$ cat src/rtl/axi_xbar_pkg.sv
// Shared types and helpers for the NxM AXI crossbar: response codes, FSM
// encodings, round-robin pick and address window decode.
package axi_xbar_pkg;
    localparam logic [1:0] RESP_OKAY   = 2'b00;
    localparam logic [1:0] RESP_DECERR = 2'b11;
    localparam int MAX_PORTS = 8;
    localparam int MAX_AW    = 64;

    typedef enum logic [1:0] {R_IDLE, R_ADDR, R_DATA, R_ERR} rd_state_e;
    typedef enum logic [2:0] {W_IDLE, W_ADDR, W_DATA, W_RESP, W_ERR} wr_state_e;

    typedef struct packed {
        logic       hit;
        logic [2:0] idx;
    } dec_t;

    // Requests above the real port count are zero, so wrapping mod 8 gives
    // the same winner as wrapping mod NM.
    function automatic logic [MAX_PORTS-1:0] rr_pick(input logic [MAX_PORTS-1:0] req,
                                                     input logic [2:0] ptr);
        logic [MAX_PORTS-1:0] gnt;
        logic [2:0]           k;
        gnt = '0;
        for (int i = MAX_PORTS - 1; i >= 0; i--) begin
            k = ptr + 3'(i);
            if (req[k]) begin
                gnt    = '0;
                gnt[k] = 1'b1;
            end
        end
        return gnt;
    endfunction

    function automatic dec_t addr_decode(input logic [MAX_AW-1:0] addr,
                                         input logic [MAX_PORTS-1:0][MAX_AW-1:0] base,
                                         input logic [MAX_PORTS-1:0][MAX_AW-1:0] mask,
                                         input int ns);
        dec_t d;
        d = '0;
        for (int j = MAX_PORTS - 1; j >= 0; j--) begin
            if (j < ns && (addr & mask[j]) == base[j]) begin
                d.hit = 1'b1;
                d.idx = 3'(j);
            end
        end
        return d;
    endfunction
endpackage

$ cat src/rtl/axi_rr_arb.sv
// Combinational round-robin arbiter: one-hot grant to the first requester at
// or after the pointer, wrapping.
module axi_rr_arb
    import axi_xbar_pkg::*;
#(
    parameter int N  = 2,
    parameter int PW = 1
) (
    input  logic [N-1:0]  req_i,
    input  logic [PW-1:0] ptr_i,
    output logic [N-1:0]  gnt_o
);
    logic [MAX_PORTS-1:0] pick;

    always_comb begin
        pick  = rr_pick(MAX_PORTS'(req_i), 3'(ptr_i));
        gnt_o = pick[N-1:0];
    end
endmodule

$ cat src/rtl/axi_nm_xbar.sv
// NM-master x NS-slave AXI4 crossbar, one transaction in flight per path,
// registered round-robin grants, unmapped addresses answered with DECERR.
module axi_nm_xbar
    import axi_xbar_pkg::*;
#(
    parameter int NM = 2,
    parameter int NS = 2,
    parameter int AW = 32,
    parameter int DW = 32,
    parameter int IW = 4,
    parameter logic [NS*AW-1:0] SLV_BASE = {32'h0000_0000, 32'h0200_0000},
    parameter logic [NS*AW-1:0] SLV_MASK = {32'h0000_0000, 32'hFFFF_0000}
) (
    input  logic              clk,
    input  logic              rst,
    input  logic [NM-1:0]     m_arvalid,
    output logic [NM-1:0]     m_arready,
    input  logic [NM*AW-1:0]  m_araddr,
    input  logic [NM*IW-1:0]  m_arid,
    input  logic [NM*8-1:0]   m_arlen,
    input  logic [NM*3-1:0]   m_arsize,
    input  logic [NM*2-1:0]   m_arburst,
    output logic [NM-1:0]     m_rvalid,
    input  logic [NM-1:0]     m_rready,
    output logic [DW-1:0]     m_rdata,
    output logic [1:0]        m_rresp,
    output logic              m_rlast,
    output logic [IW-1:0]     m_rid,
    input  logic [NM-1:0]     m_awvalid,
    output logic [NM-1:0]     m_awready,
    input  logic [NM*AW-1:0]  m_awaddr,
    input  logic [NM*IW-1:0]  m_awid,
    input  logic [NM*8-1:0]   m_awlen,
    input  logic [NM*3-1:0]   m_awsize,
    input  logic [NM*2-1:0]   m_awburst,
    input  logic [NM-1:0]     m_wvalid,
    output logic [NM-1:0]     m_wready,
    input  logic [NM*DW-1:0]  m_wdata,
    input  logic [NM*DW/8-1:0] m_wstrb,
    input  logic [NM-1:0]     m_wlast,
    output logic [NM-1:0]     m_bvalid,
    input  logic [NM-1:0]     m_bready,
    output logic [1:0]        m_bresp,
    output logic [IW-1:0]     m_bid,
    output logic [NS-1:0]     s_arvalid,
    input  logic [NS-1:0]     s_arready,
    output logic [AW-1:0]     s_araddr,
    output logic [IW-1:0]     s_arid,
    output logic [7:0]        s_arlen,
    output logic [2:0]        s_arsize,
    output logic [1:0]        s_arburst,
    input  logic [NS-1:0]     s_rvalid,
    output logic [NS-1:0]     s_rready,
    input  logic [NS*DW-1:0]  s_rdata,
    input  logic [NS*2-1:0]   s_rresp,
    input  logic [NS-1:0]     s_rlast,
    input  logic [NS*IW-1:0]  s_rid,
    output logic [NS-1:0]     s_awvalid,
    input  logic [NS-1:0]     s_awready,
    output logic [AW-1:0]     s_awaddr,
    output logic [IW-1:0]     s_awid,
    output logic [7:0]        s_awlen,
    output logic [2:0]        s_awsize,
    output logic [1:0]        s_awburst,
    output logic [NS-1:0]     s_wvalid,
    input  logic [NS-1:0]     s_wready,
    output logic [DW-1:0]     s_wdata,
    output logic [DW/8-1:0]   s_wstrb,
    output logic              s_wlast,
    input  logic [NS-1:0]     s_bvalid,
    output logic [NS-1:0]     s_bready,
    input  logic [NS*2-1:0]   s_bresp,
    input  logic [NS*IW-1:0]  s_bid
);
    localparam int MIW = (NM > 1) ? $clog2(NM) : 1;
    localparam int SIW = (NS > 1) ? $clog2(NS) : 1;

    function automatic logic [MIW-1:0] oh2idx(input logic [NM-1:0] oh);
        oh2idx = '0;
        for (int i = 0; i < NM; i++) if (oh[i]) oh2idx = MIW'(i);
    endfunction

    function automatic logic [MIW-1:0] next_ptr(input logic [MIW-1:0] g);
        return (int'(g) == NM - 1) ? '0 : g + 1'b1;
    endfunction

    logic [MAX_PORTS-1:0][MAX_AW-1:0] win_base, win_mask;
    always_comb begin
        win_base = '0;
        win_mask = '0;
        for (int j = 0; j < NS; j++) begin
            win_base[j] = MAX_AW'(SLV_BASE[j*AW +: AW]);
            win_mask[j] = MAX_AW'(SLV_MASK[j*AW +: AW]);
        end
    end

    // ---------------- read path ----------------
    rd_state_e      rstate_q, rstate_d;
    logic [MIW-1:0] rg_q, rg_d, rptr_q, rptr_d;
    logic [SIW-1:0] rsel_q, rsel_d;
    logic [7:0]     rlen_q, rlen_d, rcnt_q, rcnt_d;
    logic [IW-1:0]  rid_q, rid_d;
    logic           racc_q, racc_d;
    logic [NM-1:0]  ar_gnt;
    logic [MIW-1:0] ar_idx;
    dec_t           ar_dec;

    axi_rr_arb #(.N(NM), .PW(MIW)) u_ar_arb (.req_i(m_arvalid), .ptr_i(rptr_q), .gnt_o(ar_gnt));
    assign ar_idx = oh2idx(ar_gnt);
    assign ar_dec = addr_decode(MAX_AW'(m_araddr[ar_idx*AW +: AW]), win_base, win_mask, NS);

    always_comb begin
        rstate_d = rstate_q; rg_d = rg_q; rsel_d = rsel_q; rptr_d = rptr_q;
        rlen_d = rlen_q; rcnt_d = rcnt_q; rid_d = rid_q; racc_d = racc_q;
        m_arready = '0; m_rvalid = '0; m_rdata = '0; m_rresp = RESP_OKAY; m_rlast = 1'b0; m_rid = '0;
        s_arvalid = '0; s_araddr = '0; s_arid = '0; s_arlen = '0; s_arsize = '0; s_arburst = '0;
        s_rready = '0;
        unique case (rstate_q)
            R_IDLE: if (|m_arvalid) begin
                rg_d     = ar_idx;
                rsel_d   = SIW'(ar_dec.idx);
                racc_d   = 1'b0;
                rcnt_d   = '0;
                rstate_d = ar_dec.hit ? R_ADDR : R_ERR;
            end
            R_ADDR: begin
                s_arvalid[rsel_q] = m_arvalid[rg_q];
                s_araddr  = m_araddr[rg_q*AW +: AW];
                s_arid    = m_arid[rg_q*IW +: IW];
                s_arlen   = m_arlen[rg_q*8 +: 8];
                s_arsize  = m_arsize[rg_q*3 +: 3];
                s_arburst = m_arburst[rg_q*2 +: 2];
                m_arready[rg_q] = s_arready[rsel_q];
                if (m_arvalid[rg_q] && s_arready[rsel_q]) rstate_d = R_DATA;
            end
            R_DATA: begin
                m_rvalid[rg_q]   = s_rvalid[rsel_q];
                s_rready[rsel_q] = m_rready[rg_q];
                m_rdata = s_rdata[rsel_q*DW +: DW];
                m_rresp = s_rresp[rsel_q*2 +: 2];
                m_rlast = s_rlast[rsel_q];
                m_rid   = s_rid[rsel_q*IW +: IW];
                if (s_rvalid[rsel_q] && m_rready[rg_q] && s_rlast[rsel_q]) begin
                    rstate_d = R_IDLE;
                    rptr_d   = next_ptr(rg_q);
                end
            end
            R_ERR: if (!racc_q) begin
                // Swallow the AR ourselves, then play back DECERR beats.
                m_arready[rg_q] = 1'b1;
                if (m_arvalid[rg_q]) begin
                    racc_d = 1'b1;
                    rlen_d = m_arlen[rg_q*8 +: 8];
                    rid_d  = m_arid[rg_q*IW +: IW];
                end
            end else begin
                m_rvalid[rg_q] = 1'b1;
                m_rresp = RESP_DECERR;
                m_rid   = rid_q;
                m_rlast = (rcnt_q == rlen_q);
                if (m_rready[rg_q]) begin
                    if (rcnt_q == rlen_q) begin
                        rstate_d = R_IDLE;
                        rptr_d   = next_ptr(rg_q);
                    end else begin
                        rcnt_d = rcnt_q + 8'd1;
                    end
                end
            end
            default: rstate_d = R_IDLE;
        endcase
    end

    always_ff @(posedge clk) begin
        if (rst) begin
            rstate_q <= R_IDLE; rg_q <= '0; rsel_q <= '0; rptr_q <= '0;
            rlen_q <= '0; rcnt_q <= '0; rid_q <= '0; racc_q <= 1'b0;
        end else begin
            rstate_q <= rstate_d; rg_q <= rg_d; rsel_q <= rsel_d; rptr_q <= rptr_d;
            rlen_q <= rlen_d; rcnt_q <= rcnt_d; rid_q <= rid_d; racc_q <= racc_d;
        end
    end

    // ---------------- write path ----------------
    wr_state_e      wstate_q, wstate_d;
    logic [MIW-1:0] wg_q, wg_d, wptr_q, wptr_d;
    logic [SIW-1:0] wsel_q, wsel_d;
    logic [IW-1:0]  wid_q, wid_d;
    logic [1:0]     wph_q, wph_d;
    logic [NM-1:0]  aw_gnt;
    logic [MIW-1:0] aw_idx;
    dec_t           aw_dec;

    axi_rr_arb #(.N(NM), .PW(MIW)) u_aw_arb (.req_i(m_awvalid), .ptr_i(wptr_q), .gnt_o(aw_gnt));
    assign aw_idx = oh2idx(aw_gnt);
    assign aw_dec = addr_decode(MAX_AW'(m_awaddr[aw_idx*AW +: AW]), win_base, win_mask, NS);

    always_comb begin
        wstate_d = wstate_q; wg_d = wg_q; wsel_d = wsel_q; wptr_d = wptr_q;
        wid_d = wid_q; wph_d = wph_q;
        m_awready = '0; m_wready = '0; m_bvalid = '0; m_bresp = RESP_OKAY; m_bid = '0;
        s_awvalid = '0; s_awaddr = '0; s_awid = '0; s_awlen = '0; s_awsize = '0; s_awburst = '0;
        s_wvalid = '0; s_wdata = '0; s_wstrb = '0; s_wlast = 1'b0; s_bready = '0;
        unique case (wstate_q)
            W_IDLE: if (|m_awvalid) begin
                wg_d     = aw_idx;
                wsel_d   = SIW'(aw_dec.idx);
                wph_d    = 2'd0;
                wstate_d = aw_dec.hit ? W_ADDR : W_ERR;
            end
            W_ADDR: begin
                s_awvalid[wsel_q] = m_awvalid[wg_q];
                s_awaddr  = m_awaddr[wg_q*AW +: AW];
                s_awid    = m_awid[wg_q*IW +: IW];
                s_awlen   = m_awlen[wg_q*8 +: 8];
                s_awsize  = m_awsize[wg_q*3 +: 3];
                s_awburst = m_awburst[wg_q*2 +: 2];
                m_awready[wg_q] = s_awready[wsel_q];
                if (m_awvalid[wg_q] && s_awready[wsel_q]) wstate_d = W_DATA;
            end
            W_DATA: begin
                s_wvalid[wsel_q] = m_wvalid[wg_q];
                s_wdata = m_wdata[wg_q*DW +: DW];
                s_wstrb = m_wstrb[wg_q*(DW/8) +: DW/8];
                s_wlast = m_wlast[wg_q];
                m_wready[wg_q] = s_wready[wsel_q];
                if (m_wvalid[wg_q] && s_wready[wsel_q] && m_wlast[wg_q]) wstate_d = W_RESP;
            end
            W_RESP: begin
                m_bvalid[wg_q]   = s_bvalid[wsel_q];
                s_bready[wsel_q] = m_bready[wg_q];
                m_bresp = s_bresp[wsel_q*2 +: 2];
                m_bid   = s_bid[wsel_q*IW +: IW];
                if (s_bvalid[wsel_q] && m_bready[wg_q]) begin
                    wstate_d = W_IDLE;
                    wptr_d   = next_ptr(wg_q);
                end
            end
            W_ERR: case (wph_q)
                2'd0: begin
                    m_awready[wg_q] = 1'b1;
                    if (m_awvalid[wg_q]) begin
                        wid_d = m_awid[wg_q*IW +: IW];
                        wph_d = 2'd1;
                    end
                end
                2'd1: begin
                    m_wready[wg_q] = 1'b1;
                    if (m_wvalid[wg_q] && m_wlast[wg_q]) wph_d = 2'd2;
                end
                default: begin
                    m_bvalid[wg_q] = 1'b1;
                    m_bresp = RESP_DECERR;
                    m_bid   = wid_q;
                    if (m_bready[wg_q]) begin
                        wstate_d = W_IDLE;
                        wptr_d   = next_ptr(wg_q);
                    end
                end
            endcase
            default: wstate_d = W_IDLE;
        endcase
    end

    always_ff @(posedge clk) begin
        if (rst) begin
            wstate_q <= W_IDLE; wg_q <= '0; wsel_q <= '0; wptr_q <= '0;
            wid_q <= '0; wph_q <= '0;
        end else begin
            wstate_q <= wstate_d; wg_q <= wg_d; wsel_q <= wsel_d; wptr_q <= wptr_d;
            wid_q <= wid_d; wph_q <= wph_d;
        end
    end
endmodule

$ cat config.mk
export PLATFORM = sky130hd
export DESIGN_NAME = axi_nm_xbar
export DESIGN_NICKNAME = d
export VERILOG_FILES = /design/src/rtl/axi_xbar_pkg.sv /design/src/rtl/axi_rr_arb.sv /design/src/rtl/axi_nm_xbar.sv
export SDC_FILE = /design/constraint.sdc
export NUM_CORES = 1
export LEC_CHECK = 0
export ABC_AREA = 1
export BUFFER_PORTS_ARGS = -buffer_cell sky130_fd_sc_hd__buf_4
export CAP_MARGIN = 20
export CORE_AREA = 4 4 224 226
export DETAILED_ROUTE_END_ITERATION = 10
export DIE_AREA = 0 0 228 230
export GPL_TIMING_DRIVEN = 0
export MAX_ROUTING_LAYER = met4
export PLACE_DENSITY = 0.3
export SLEW_MARGIN = 20
export SYNTH_ARGS = -nofsm -noshare
export SYNTH_HDL_FRONTEND = slang
export SYNTH_SLANG_ARGS = --single-unit
export TNS_END_PERCENT = 10
$ cat constraint.sdc
create_clock -name clk -period 4.4 [get_ports clk]
set_input_delay 0.66 -clock clk [delete_from_list [all_inputs] [get_ports clk]]
set_output_delay 0.66 -clock clk [all_outputs]
set_load 0.01 [all_outputs]
## Yosys cells after proc, flatten, opt, wreduce, memory -nomap -nowiden

Cells that the tools add are included.
W data, S select, Z words.

- Reductions and logical operators: 49
- Magnitude comparators: 40
- Multiply operators: 2
- Shift operators: 19
- Add/sub/neg operators: 17
- Multiplexer cells: 196
- Eq/ne operators: 27
- Bitwise operators: 11

Operators by type and width:

| cell | number |
|---|---|
| $shiftx A64 B7 Y32 | 6 |
| $mux W32 | 4 |
| $mux W1 | 80 |
| $mux W2 | 40 |
| $lt A3 B4 Y1 const B | 14 |
| $mux W8 | 6 |
| $bmux W1 S3 | 14 |
| $demux W1 S3 | 14 |
| $ge A3 B1 Y1 const B | 14 |
| $shiftx A8 B4 Y4 | 5 |
| $pmux W2 S2 | 9 |
| $eq A16 B10 Y1 const B | 2 |
| $shiftx A16 B5 Y8 | 2 |
| $logic_and A1 B1 Y1 | 28 |
| $mux W3 | 9 |
| $ne A2 B2 Y1 const B | 13 |
| $and A2 B2 Y2 | 10 |
| $mux W4 | 5 |
| $pmux W4 S2 | 2 |
| $pmux W8 S2 | 1 |
| $shiftx A4 B3 Y2 | 4 |
| $pmux W3 S5 | 1 |
| $reduce_and A5 Y1 | 3 |
| $add A1 B2 Y3 const B | 4 |
| other kinds (30) | 71 |

- Output and inout bits: 200
- Logic and storage cells: 375
- Flip-flop bits (word level): 38
- Bits of input ports: 382

## Longest topological paths before layout

- Depth after elaboration: 17
- Depth in mapped cells: 11
- Mapped depth without buffers: 11

## Hierarchy

A second synthesis with hierarchy kept.

- Cells, all modules: 885
- Area, all modules: 4,720.8 um^2

Modules (own cells, without submodules):

| module | instances | seq. area each (um^2) | area each (um^2) | cells each |
|---|---|---|---|---|
| axi_nm_xbar | 1 | 620.6 | 4,665.7 | 877 |
| axi_rr_arb | 2 | 0.0 | 27.5 | 4 |

## Least setup slack after synthesis

OpenSTA, ideal clock, no wires.

- Path kind: input -> output
- Start point: input m_arvalid[0]
- End point: output s_arvalid[0]
- Arrival time: 1.526 ns
- Required time: 3.740 ns
- Path buffers: 2
- Stages: 6
- Path slack: 2.214 ns
- Cell sequence: inv_1 -> o21ai_1 -> buf_2 -> buf_2 -> inv_1 -> nor3_1

- Word-level cells in the longest chain between the ends: 4

Ends and longest elaborated chain:

| what | line | text |
|---|---|---|
| start, declared | axi_nm_xbar.sv:16 | `input logic [NM-1:0] m_arvalid,` |
| $mux W1 (implied by the code) (2 in series) | axi_nm_xbar.sv:127 | `s_arvalid[rsel_q] = m_arvalid[rg_q];` |
| $and A2 B2 Y2 (no line) | -- |  |
| $mux W2 | axi_nm_xbar.sv:118 | `unique case (rstate_q)` |
| end, declared | axi_nm_xbar.sv:45 | `output logic [NS-1:0] s_arvalid,` |

Every way passes these cells. The select of a mux whose other input is x is not followed.

## Final worst setup path

- Start point: register wstate_q[0]
- End point: output s_wvalid[0]

- Word-level cells in the longest chain between the ends: 2

Ends and longest elaborated chain:

| what | line | text |
|---|---|---|
| start, declared | axi_nm_xbar.sv:185 | `wr_state_e wstate_q, wstate_d;` |
| start signal, assigned | axi_nm_xbar.sv:270 | `wstate_q <= wstate_d; wg_q <= wg_d; wsel_q <= wsel_d; wptr_q <= wptr_d;` |
| $eq A3 B2 Y1 | axi_nm_xbar.sv:204 | `unique case (wstate_q)` |
| $mux W2 | axi_nm_xbar.sv:204 |  |
| end, declared | axi_nm_xbar.sv:65 | `output logic [NS-1:0] s_wvalid,` |

Every way passes these cells.

==> results.yml <==
route:
  ant_nets: 0
  wl_per_cell_um: 21.6
  via_per_inst: 3.99
  drt_pass1_iterations: 5
  drtIter0Drc: 356
  drc: 0
  vias: 8653
  routed_wirelength_mm: 46.8
setup_path:
  endpoint_kind: "output port"
  r2r_slack_ns: 2.62
  crit_path_frequent_cell: "clkbuf_1"
  cp_cell_sequence: "inv_1 -> ha_1 -> clkbuf_1 -> clkbuf_1 -> nand2_1 -> nor2_1 -> buf_4"
  arrival_ns: 2.37
  startpoint_type: "flip-flop"
  crit_start: "wstate_q[0]"
  crit_fanout: 10
  slowest_stage: "clkbuf_1"
  worstSetupPathType: "reg -> out"
  rr_worst_depth: 6
  timing.rr.start: "rg_q"
  cp_data_required_time_ns: 3.74
  max_stage_delay_ns: 0.46
  timing.rr.end: "rlen_q[0]"
  endpoint: "s_wvalid[0]"
timing:
  skew_ns: 0.00872
  hold_ws_ns: 0.466
  min_period_over_period_pct: 68.8
  post-route-min-period_ns: 3.03
  rsz0062_at_grt: "no"
  slew_violations: 0
  setup_violations: 0
  tightest_slew_ns: 0.950
  fin_tns_setup_ns: 0
  hold_violations: 0
  fmax_ghz: 0.331
  relSlewSlack_pct: 36.7
cells_and_area:
  stdcell_count: 2170
  fin_nets: 1927
  layout-drive-gt1-share_pct: 40.6
  layout_common_cells: "buf_4, nor2_1, nand2_1"
  mostFrequentLayoutCell: "buf_4"
  syn2layout_area_growth_pct: 110
synthesis:
  netlist_area_sq_mm: 0.00483
  ys_ff_latch: 31
  muxShareOfSynthArea_pct: 2.49
  yosys_warnings: 0
  synth_xor_xnor_area_share_pct: 0.907
  ys_types: 35
  synth_top_family_by_area: "simple AND/OR/NAND/NOR gates"
  syn_avg_cell_area_sq_um: 5.07
  synth_compound_area_share_pct: 21.9
  synthCells: 952
  syn-num-nets: 1339
  yosysSeqAreaShare_pct: 12.9
  synth_fa_ha_area_share_pct: 1.30
  synthSimpleGateAreaFrac_pct: 48.6
clock_network:
  cts.clk_slew.worst_paths_ns: 0.05
  numCtsBuffers: 5
  clockBufferDepth: 2
  root_buffer: "clkbuf_16"
  clock_latency_ns: 0.29
  h-tree-depth: 2
  clkSinkCount: 31
  cts_hold_buf: 0
  post-cts-setup-buffers: 0
  cts_tree: "yes"
  post_cts_resized: 0
global_route:
  first_global_vias: 9236
  grt_usage_pct: 17.3
  grt_start_max_net_pins: 11
  grt_overflow_total: 0
  grt_antenna_before_repair: 7
  grt_pass1_wl_mm: 65.1
power_and_ir_drop:
  leakagePower_nw: 5.25
  ir_worst_vdd_mv: 0.152
  power.density_mw_per_mm2: 380
place:
  portBuffers: 581
  place_inst: 2155
  gp_congestion: 0.920
  hpwl_mm: 41.7
floorplanning:
  core_sq_mm: 0.0483
  die_h_um: 230
  fp.dieArea_sq_mm: 0.0524
  rows: 81
  die_w_um: 228
  ioPinCount: 582
  initial_core_util_pct: 9.99
run_status:
  outcome: "finished clean"
run:
  cap_violations: 0
hold_path:
  whs_path_depth: 2
  hp-class: "reg -> reg"
power breakdown:
group,internal [W],switching [W],total [W]
logic,0.00117,0.00189,0.00306
registers,0.000331,0.0000442,0.000375
clock network,0.000282,0.000141,0.000422
total,0.00178,0.00208,0.00386
per-stage QoR:
step | cell area, sq um | util (%) | total power (W) | setup WS, ns
2_1_floorplan | 4830 | - | 0.00181 | 2.21
3_5_place_dp | 9970 | 20.6 | 0.00351 | 1.55
6_report | 10200 | 21.0 | 0.00386 | 1.37
3_3_place_gp | 9970 | 20.6 | 0.00352 | 1.55
4_1_cts | 10100 | 21.0 | 0.00396 | 1.22
5_1_grt | 10200 | 21.0 | 0.00419 | 1.09
flip-flops by register name (all words and copies together), names as in the netlist:
| name | cells |
|---|---|
| rcnt_q | 8 |
| rlen_q | 8 |
| rid_q | 4 |
| rstate_q | 2 |
| wstate_q | 2 |
| racc_q | 1 |
| rg_q | 1 |
| rptr_q | 1 |
| rsel_q | 1 |
| wg_q | 1 |
| wptr_q | 1 |
| wsel_q | 1 |
how the worst min path moves through the flow:
stage,startpoint,to,slack [ns]
after detailed placement,rlen_q[1],rlen_q[1],0.46
after global placement,racc_q,racc_q,0.46
after CTS,racc_q,racc_q,0.47
final,rlen_q[1],rlen_q[1],0.47
after floorplan,rid_q[2],rid_q[2],0.43
after global routing,racc_q,racc_q,0.50
critical path, delay by kind of cell (launching register included):
kind                     cells  cell delay, ns
adder cells (fa/ha/maj)      1            0.26
buffers and inverters        4            1.03
flip-flops                   1            0.34
AND/OR/NAND/NOR              2            0.45
layout make-up:
class | instances | area (sq um)
diodes | 7 | 17.5
clock inverters | 2 | 35.0
flip-flops and latches | 31 | 621
inverters | 68 | 260
fillers | 5714 | 38200
multi-input cells | 783 | 3630
clock buffers | 6 | 139
repair buffers | 581 | 4360
plain buffers | 70 | 318
well taps | 622 | 778
cell usage after synthesis, drive strengths merged:
library cell / instances / area (sq um)
a21oi: 82 / 410
a311oi: 4 / 35.0
buf: 27 / 156
clkbuf: 43 / 161
clkinv: 2 / 7.51
dfxtp: 31 / 621
ha: 5 / 62.6
inv: 66 / 253
mux2i: 12 / 120
nand2: 201 / 769
nand3: 100 / 518
nand3b: 1 / 7.51
nand4: 14 / 87.6
nor2: 221 / 850
nor3: 8 / 40.0
nor3b: 3 / 22.5
nor4: 8 / 50.1
o211ai: 4 / 30.0
o21a: 1 / 7.51
o21ai: 113 / 569
o22ai: 1 / 6.26
xnor2: 4 / 35.0
xor2: 1 / 8.76
metal layers:
metal  share of wire (%)  track usage, %  up-vias
li1                    -               -     4306
met1                  33            15.9     3883
met2                  55            33.1      426
met3                 8.7            5.59       38
met4                 3.2            6.51        0
met5                   0               -        -
cell families after synthesis:
group	Yosys count
multiplexers	12
XOR/XNOR	5
buffers and inverters	138
AND/OR/NAND/NOR	556
adder cells (fa/ha/maj)	5
AO/OA/AOI/OAI	205
flip-flops	31
Power figures use the tool's default switching activity.
